[config.mk]
export PLATFORM = sky130hd
export DESIGN_NAME = split_bus_arbiter
export DESIGN_NICKNAME = d
export VERILOG_FILES = /design/src/rtl/split_bus_arbiter.sv
export SDC_FILE = /design/constraint.sdc
export NUM_CORES = 1
export LEC_CHECK = 0
export BUFFER_PORTS_ARGS = -buffer_cell sky130_fd_sc_hd__buf_2
export CAP_MARGIN = 20
export CORE_UTILIZATION = 41
export CTS_CLUSTER_DIAMETER = 200
export DETAILED_ROUTE_END_ITERATION = 7
export PLACE_DENSITY = 0.8
export SYNTH_ARGS = -nofsm -noshare
export SYNTH_HDL_FRONTEND = slang
export SYNTH_SLANG_ARGS = --single-unit
[constraint.sdc]
create_clock -name clk -period 1.7 [get_ports clk]
set_input_delay 0.34 -clock clk [delete_from_list [all_inputs] [get_ports clk]]
set_output_delay 0.34 -clock clk [all_outputs]
set_load 0.02 [all_outputs]
[src/rtl/split_bus_arbiter.sv]
// split_bus_arbiter: two-master/three-slave bus arbiter with round-robin grant, slave decode and timeout.
// Define ARB_SPLIT_EN to enable SPLIT responses and the per-master split mask.
module split_bus_arbiter #(
  parameter int ADDR_W  = 16,
  parameter int TIMEOUT = 15
) (
  input  logic              clk,
  input  logic              rst,
  input  logic              busreq_1,
  input  logic              busreq_2,
  input  logic              addr_valid,
  input  logic [ADDR_W-1:0] addr,
  input  logic              rdy,
  input  logic [1:0]        resp,
  input  logic              split_release_1,
  input  logic              split_release_2,
  output logic              grant_1,
  output logic              grant_2,
  output logic [1:0]        slave_sel,
  output logic              xfer_done,
  output logic              error,
  output logic [1:0]        split_mask
);
  localparam logic [1:0] IDLE  = 2'd0;
  localparam logic [1:0] GRANT = 2'd1;
  localparam logic [1:0] DATA  = 2'd2;
  logic [1:0] state;
  logic       prio;
  logic [3:0] cnt;
  logic [1:0] elig;
  logic [1:0] dec;
  logic       pick2;
  logic       own_req;
  logic       tmo;
  logic       split_hit;
  logic       upd;
  assign elig    = {busreq_2 & ~split_mask[1], busreq_1 & ~split_mask[0]};
  assign pick2   = elig[1] & (~elig[0] | prio);
  assign own_req = grant_1 ? busreq_1 : busreq_2;
  assign dec     = addr[ADDR_W-1:ADDR_W-2];
  assign tmo     = ~rdy && cnt == 4'(TIMEOUT);
  assign upd     = tmo | ~resp[1] | split_hit;
`ifdef ARB_SPLIT_EN
  logic unused;
  assign unused    = ^addr[ADDR_W-3:0];
  assign split_hit = state == DATA && rdy && resp == 2'b10;
  // a SPLIT landing in the same cycle as a release for that master keeps it masked
  always_ff @(posedge clk or posedge rst)
    if (rst) split_mask <= 2'b00;
    else begin
      split_mask[0] <= (split_hit & grant_1) | (split_mask[0] & ~split_release_1);
      split_mask[1] <= (split_hit & grant_2) | (split_mask[1] & ~split_release_2);
    end
`else
  logic unused;
  assign unused     = ^{addr[ADDR_W-3:0], split_release_1, split_release_2};
  assign split_hit  = 1'b0;
  assign split_mask = 2'b00;
`endif
  always_ff @(posedge clk or posedge rst)
    if (rst) begin
      state     <= IDLE;
      grant_1   <= 1'b0;
      grant_2   <= 1'b0;
      slave_sel <= 2'd0;
      xfer_done <= 1'b0;
      error     <= 1'b0;
      prio      <= 1'b0;
      cnt       <= 4'd0;
    end else begin
      xfer_done <= 1'b0;
      error     <= 1'b0;
      case (state)
        IDLE:
          if (|elig) begin
            grant_1 <= ~pick2;
            grant_2 <= pick2;
            state   <= GRANT;
          end
        GRANT:
          if (!own_req || (addr_valid && dec == 2'b11)) begin
            grant_1 <= 1'b0;
            grant_2 <= 1'b0;
            error   <= own_req;
            state   <= IDLE;
          end else if (addr_valid) begin
            slave_sel <= dec;
            cnt       <= 4'd0;
            state     <= DATA;
          end
        DATA:
          if (rdy || tmo) begin
            grant_1   <= 1'b0;
            grant_2   <= 1'b0;
            xfer_done <= rdy && resp == 2'b00;
            error     <= tmo || (rdy && resp == 2'b01);
            state     <= IDLE;
            if (upd) prio <= grant_1;
          end else cnt <= cnt + 4'd1;
        default: state <= IDLE;
      endcase
    end
endmodule

# Yosys cells after proc, flatten, opt, wreduce, memory -nomap -nowiden
# Index checks and enable logic that the tools add are counted.
[op_classes]
shifts = 0
div = 0
n_bitwise = 8
eq_ne = 12
muxes = 21
multipliers = 0
n_reduce_logical = 18
order_cmp = 0
add_sub_neg = 1
[ops]
columns = ["op", "n"]
rows = [
  ["2-to-1 mux 4 bit", 3],
  ["!= test 2 bit, second input constant", 6],
  ["2-to-1 mux 1 bit", 9],
  ["AND reduction 3 bit", 3],
  ["2-to-1 mux 2 bit", 4],
  ["case mux 4 bit (2 select lines)", 1],
  ["AND reduction 4 bit", 2],
  ["case mux 1 bit (3 select lines)", 2],
  ["case mux 2 bit (3 select lines)", 1],
  ["inverter 1 bit", 5],
  ["adder 4 x 1 -> 4 bit, second input constant", 1],
  ["== test 2 x 1 -> 1 bit, second input constant", 2],
  ["== test 2 bit, second input constant", 2],
  ["== test 4 bit, second input constant", 1],
  ["logical AND 1 bit", 4],
  ["zero test 2 bit", 2],
  ["logical OR 1 bit", 3],
  ["!= test 3 bit, second input constant", 1],
  ["nonzero test 3 bit", 1],
  ["bitwise OR 1 bit", 2],
  ["case mux 1 bit (2 select lines)", 1],
  ["nonzero test 2 bit", 1],
  ["OR reduction 2 bit", 1],
  ["AND 1 bit", 1],
  ["zero test 1 bit", 1],
]
[totals]
inputBits = 26
ff_bits = 13
ramBits = 0
elab_cells = 68
latchBits = 0
mem_count = 0
romBits = 0

# Longest topological paths before layout
[depth]
ltp_word = 6
mapped_depth = 6
depth_no_buf = 6

# Worst setup path before layout
# OpenSTA, ideal clock, no wires.
[synth_timing]
path_kind = "register to register"
start = "reg state[1]"
end = "reg cnt[3]"
path_stages_with_launch = 7
arrival_ns = 1.557
required_time_ns = 1.631
slack_ns = 0.074
cell_sequence = "dfrtp_1 inv_1 ha_1 and2b_1 a41oi_4 or4b_1 nand3_1"
[synth_via]
elab_chain_cells = 3
word_cells_on_any_way = 8
classes_between = "5 x eq/ne; 1 x mux; 2 x reduce/logical"
[synth_rtl]
columns = ["element", "line_no", "text"]
rows = [
  ["start: declaration", "27", "logic [1:0] state;"],
  ["start signal: assignment", "62", "state <= IDLE;"],
  ["start signal: assignment", "78", "state <= GRANT;"],
  ["start signal: assignment", "85", "state <= IDLE;"],
  ["== test 2 bit / == test 2 x 1 -> 1 bit (equally long branches)", "73", "case (state)"],
  ["!= test 2 bit (no line) / nonzero test 2 bit (equally long branches)", "-", ""],
  ["AND reduction 4 bit (no line)", "-", ""],
  ["end signal: assignment", "99", "end else cnt <= cnt + 4'd1;"],
  ["end: declaration", "29", "logic [3:0] cnt;"],
]
# Several ways; a longest one is shown, not always the timed one.
# A chain may end at the register's enable or synchronous reset.

# Final worst setup path
[layout_timing]
start = "reg cnt[0]"
end = "reg cnt[3]"
[layout_via]
elab_chain_cells = 5
word_cells_on_any_way = 8
classes_between = "1 x add/sub; 2 x eq/ne; 2 x mux; 3 x reduce/logical"
[layout_rtl]
columns = ["element"]
rows = [
  ["parallel branches: the longest is 5 deep, another holds adder 4 x 1 -> 4 bit"],
]
# Several ways; the timed one is not identified. The select of a mux whose other input is x is not followed.

==> impl_metrics.ini <==
[floorplan]
die-area_sq_um = 2130
start_util = 0.448
coreArea_sq_um = 1780
fp.dieH_um = 46.2
row_count = 15
die_width_um = 46.2
pin_count = 34

[status]
status = completed

[setup_path]
path_max_fanout = 4
max_stage_delay_ps = 500
crit_path_top_delay_cell = or4b_1
crit_family = simple AND/OR/NAND/NOR gates
path_class = register to register
critPathBufInv = 0
endpoint_kind = register
crit_arrival_ps = 1880
cp.required_ps = 1910
path_cells = ha_1 > a31oi_4 > nand4_1 > or4b_1 > nand3_1
start_kind = register

[synthesis]
synth.distinct_cells = 31
yosysWarnings = 0
netlist_instances = 78
ys_ff_latch = 13
syn_area_sq_um = 800
synth_top_area_share = 0.407
synth_seq_area_share = 0.407
syn_area_per_cell_sq_um = 10.3
ys_top_cells_by_area = dfrtp_1, ha_1, mux2_2, a41oi_4, o22a_1
synth.largest_area_cell = dfrtp_1

[finish]
final_cell_mix = buf_2, dfrtp_1, buf_4
n_antenna_cell = 0
stdcell_count = 128
num-nets-final = 135
drive_above_1_share = 0.427
area_growth_pct = 25.5
final_common_cell = buf_2
final_area_sq_um = 1000

[pwr]
finalPower_w = 0.00124
power_density_nw_per_um2 = 1240
ir_drop_mv = 0.596
power_leakage_nw = 0.490

[grt]
grt-ovfl-total = 0
track_usage = 0.166
grt_pass1_wl_mm = 2.35
grt_pass1_vias = 576
grt_antenna_before_repair = 0
grt_max_degree = 14

[clock_network]
cts.reportedPaths.clkPinSlew_ps = 80
h-tree-depth = 1
root_buffer = clkbuf_4
hold_buffers = 0
cts_tree = yes
cts_sinks = 13
clkLatencyLatePin_ps = 270
cts_made_buffers = 3
cts.path.max_buffers = 2

[route]
vias_per_cell = 5.02
vias = 642
dr.pass1.iters = 4
antenna_left = 0
drc = 0
wl_mm = 1.54
drt-wirelength-per-cell_um = 12.1
drtIter0Drc = 8

[place]
dp_cells = 123
portBuffers = 15
gp_congestion = 0.872
post-dp-hpwl_mm = 1.24
place_area_sq_um = 942

[sta]
post-route-period-util = 0.980
slew_violations = 0
finalSetupViolCount = 0
skew_ps = 0.945
rsz0062_at_grt = yes
max_freq_mhz = 600
period_needed_ps = 1670
tns_ps = 0
hold_slack_ps = 76.9
final-hold-violation-count = 0

[hold_path]
hold_path_class = input pin to async pin

[flow_run]
drv_cap = 0
==> stage by stage <==
step           utilization  setup slack, ps
4_1_cts              0.548             2.59
3_3_place_gp         0.528            -5.29
3_5_place_dp         0.528             -142
2_1_floorplan            -             74.4
5_1_grt              0.563            -9.14
6_report             0.563             33.6
==> Yosys cell counts <==
library cell,n
o22a_1,3
and3b_1,1
nand4_1,1
or2_2,1
and4bb_2,1
o22ai_1,1
ha_1,5
a21oi_1,3
inv_1,6
nor2b_1,2
a41o_2,1
and2_1,1
buf_4,2
conb_1,1
buf_2,1
a31oi_2,1
nor2_1,4
nand3_1,5
nand2_1,5
o21ai_0,5
a41oi_4,1
and2b_1,2
nor3b_1,2
mux2_2,3
or4b_1,1
a31oi_1,1
dfrtp_1,13
o31ai_1,1
mux2_4,1
a21boi_0,1
a22o_2,2
==> worst register-to-register path, cell delays in order, from the launching register on <==
cell	delay (ps)
dfrtp_1	390
ha_1	270
a31oi_4	190
nand4_1	150
or4b_1	500
nand3_1	100
==> registers in the layout (all words and copies together) (netlist names) <==
signal and cells:
cnt 4, slave_sel 2, state 2, error 1, grant_1 1, grant_2 1
prio 1, xfer_done 1
==> routing by layer <==
metal / wire [um] / up-vias / GRT usage
met5: 0 / - / 0
met4: 34 / 0 / 0.0824
met3: 56 / 4 / 0.0863
met2: 771 / 18 / 0.270
met1: 681 / 290 / 0.173
li1: - / 330 / -
==> where the power goes <==
| group | internal, W | total (W) | switching (W) |
|---|---|---|---|
| sequential | 0.000394 | 0.000452 | 0.0000578 |
| combinational | 0.000290 | 0.000602 | 0.000313 |
| clock | 0.0000909 | 0.000188 | 0.0000970 |
==> cell type report <==
type	count	area (sq um)
clock buffer	4	26.3
fill	165	779
inverter	6	22.5
multi-input combinational	57	463
sequential	13	325
tap	25	31.3
timing repair buffer	23	135
==> logic make-up after synthesis <==
kind of cell	count (synthesis)	share of synthesized area
AOI/OAI and AO/OA	20	0.207
adders and majority gates	5	0.0782
buffers and inverters	9	0.0532
DFF	13	0.407
muxes	4	0.0610
other	1	0.00469
and+or+nand+nor	26	0.189
==> what timing repair did <==
item	in CTS	in global routing
gates resized for setup	3	6
setup endpoints to repair	2	5
endpoints found under the hold margin	0	0
pin swaps	0	0
setup buffers	0	1
==> worst paths after layout <==
| kind | startpoint | end | slack, ps | depth (start not counted) |
|---|---|---|---|---|
| max in group asynchronous | rst | prio$_DFFE_PP0P_ | 1290 | 2 |
| min reg2reg | slave_sel[0]$_DFFE_PP0P_ | slave_sel[0]$_DFFE_PP0P_ | 480 | 1 |
| max | cnt[0]$_DFFE_PP0P_ | cnt[3]$_DFFE_PP0P_ | 30 | 5 |
| max reg2reg | cnt[0]$_DFFE_PP0P_ | cnt[3]$_DFFE_PP0P_ | 30 | 5 |
| min | rst | cnt[2]$_DFFE_PP0P_ | 80 | 2 |
| min in group clk | resp[0] | xfer_done$_DFF_PP0_ | 340 | 2 |
No activity file was read; power rests on OpenSTA's default activity.
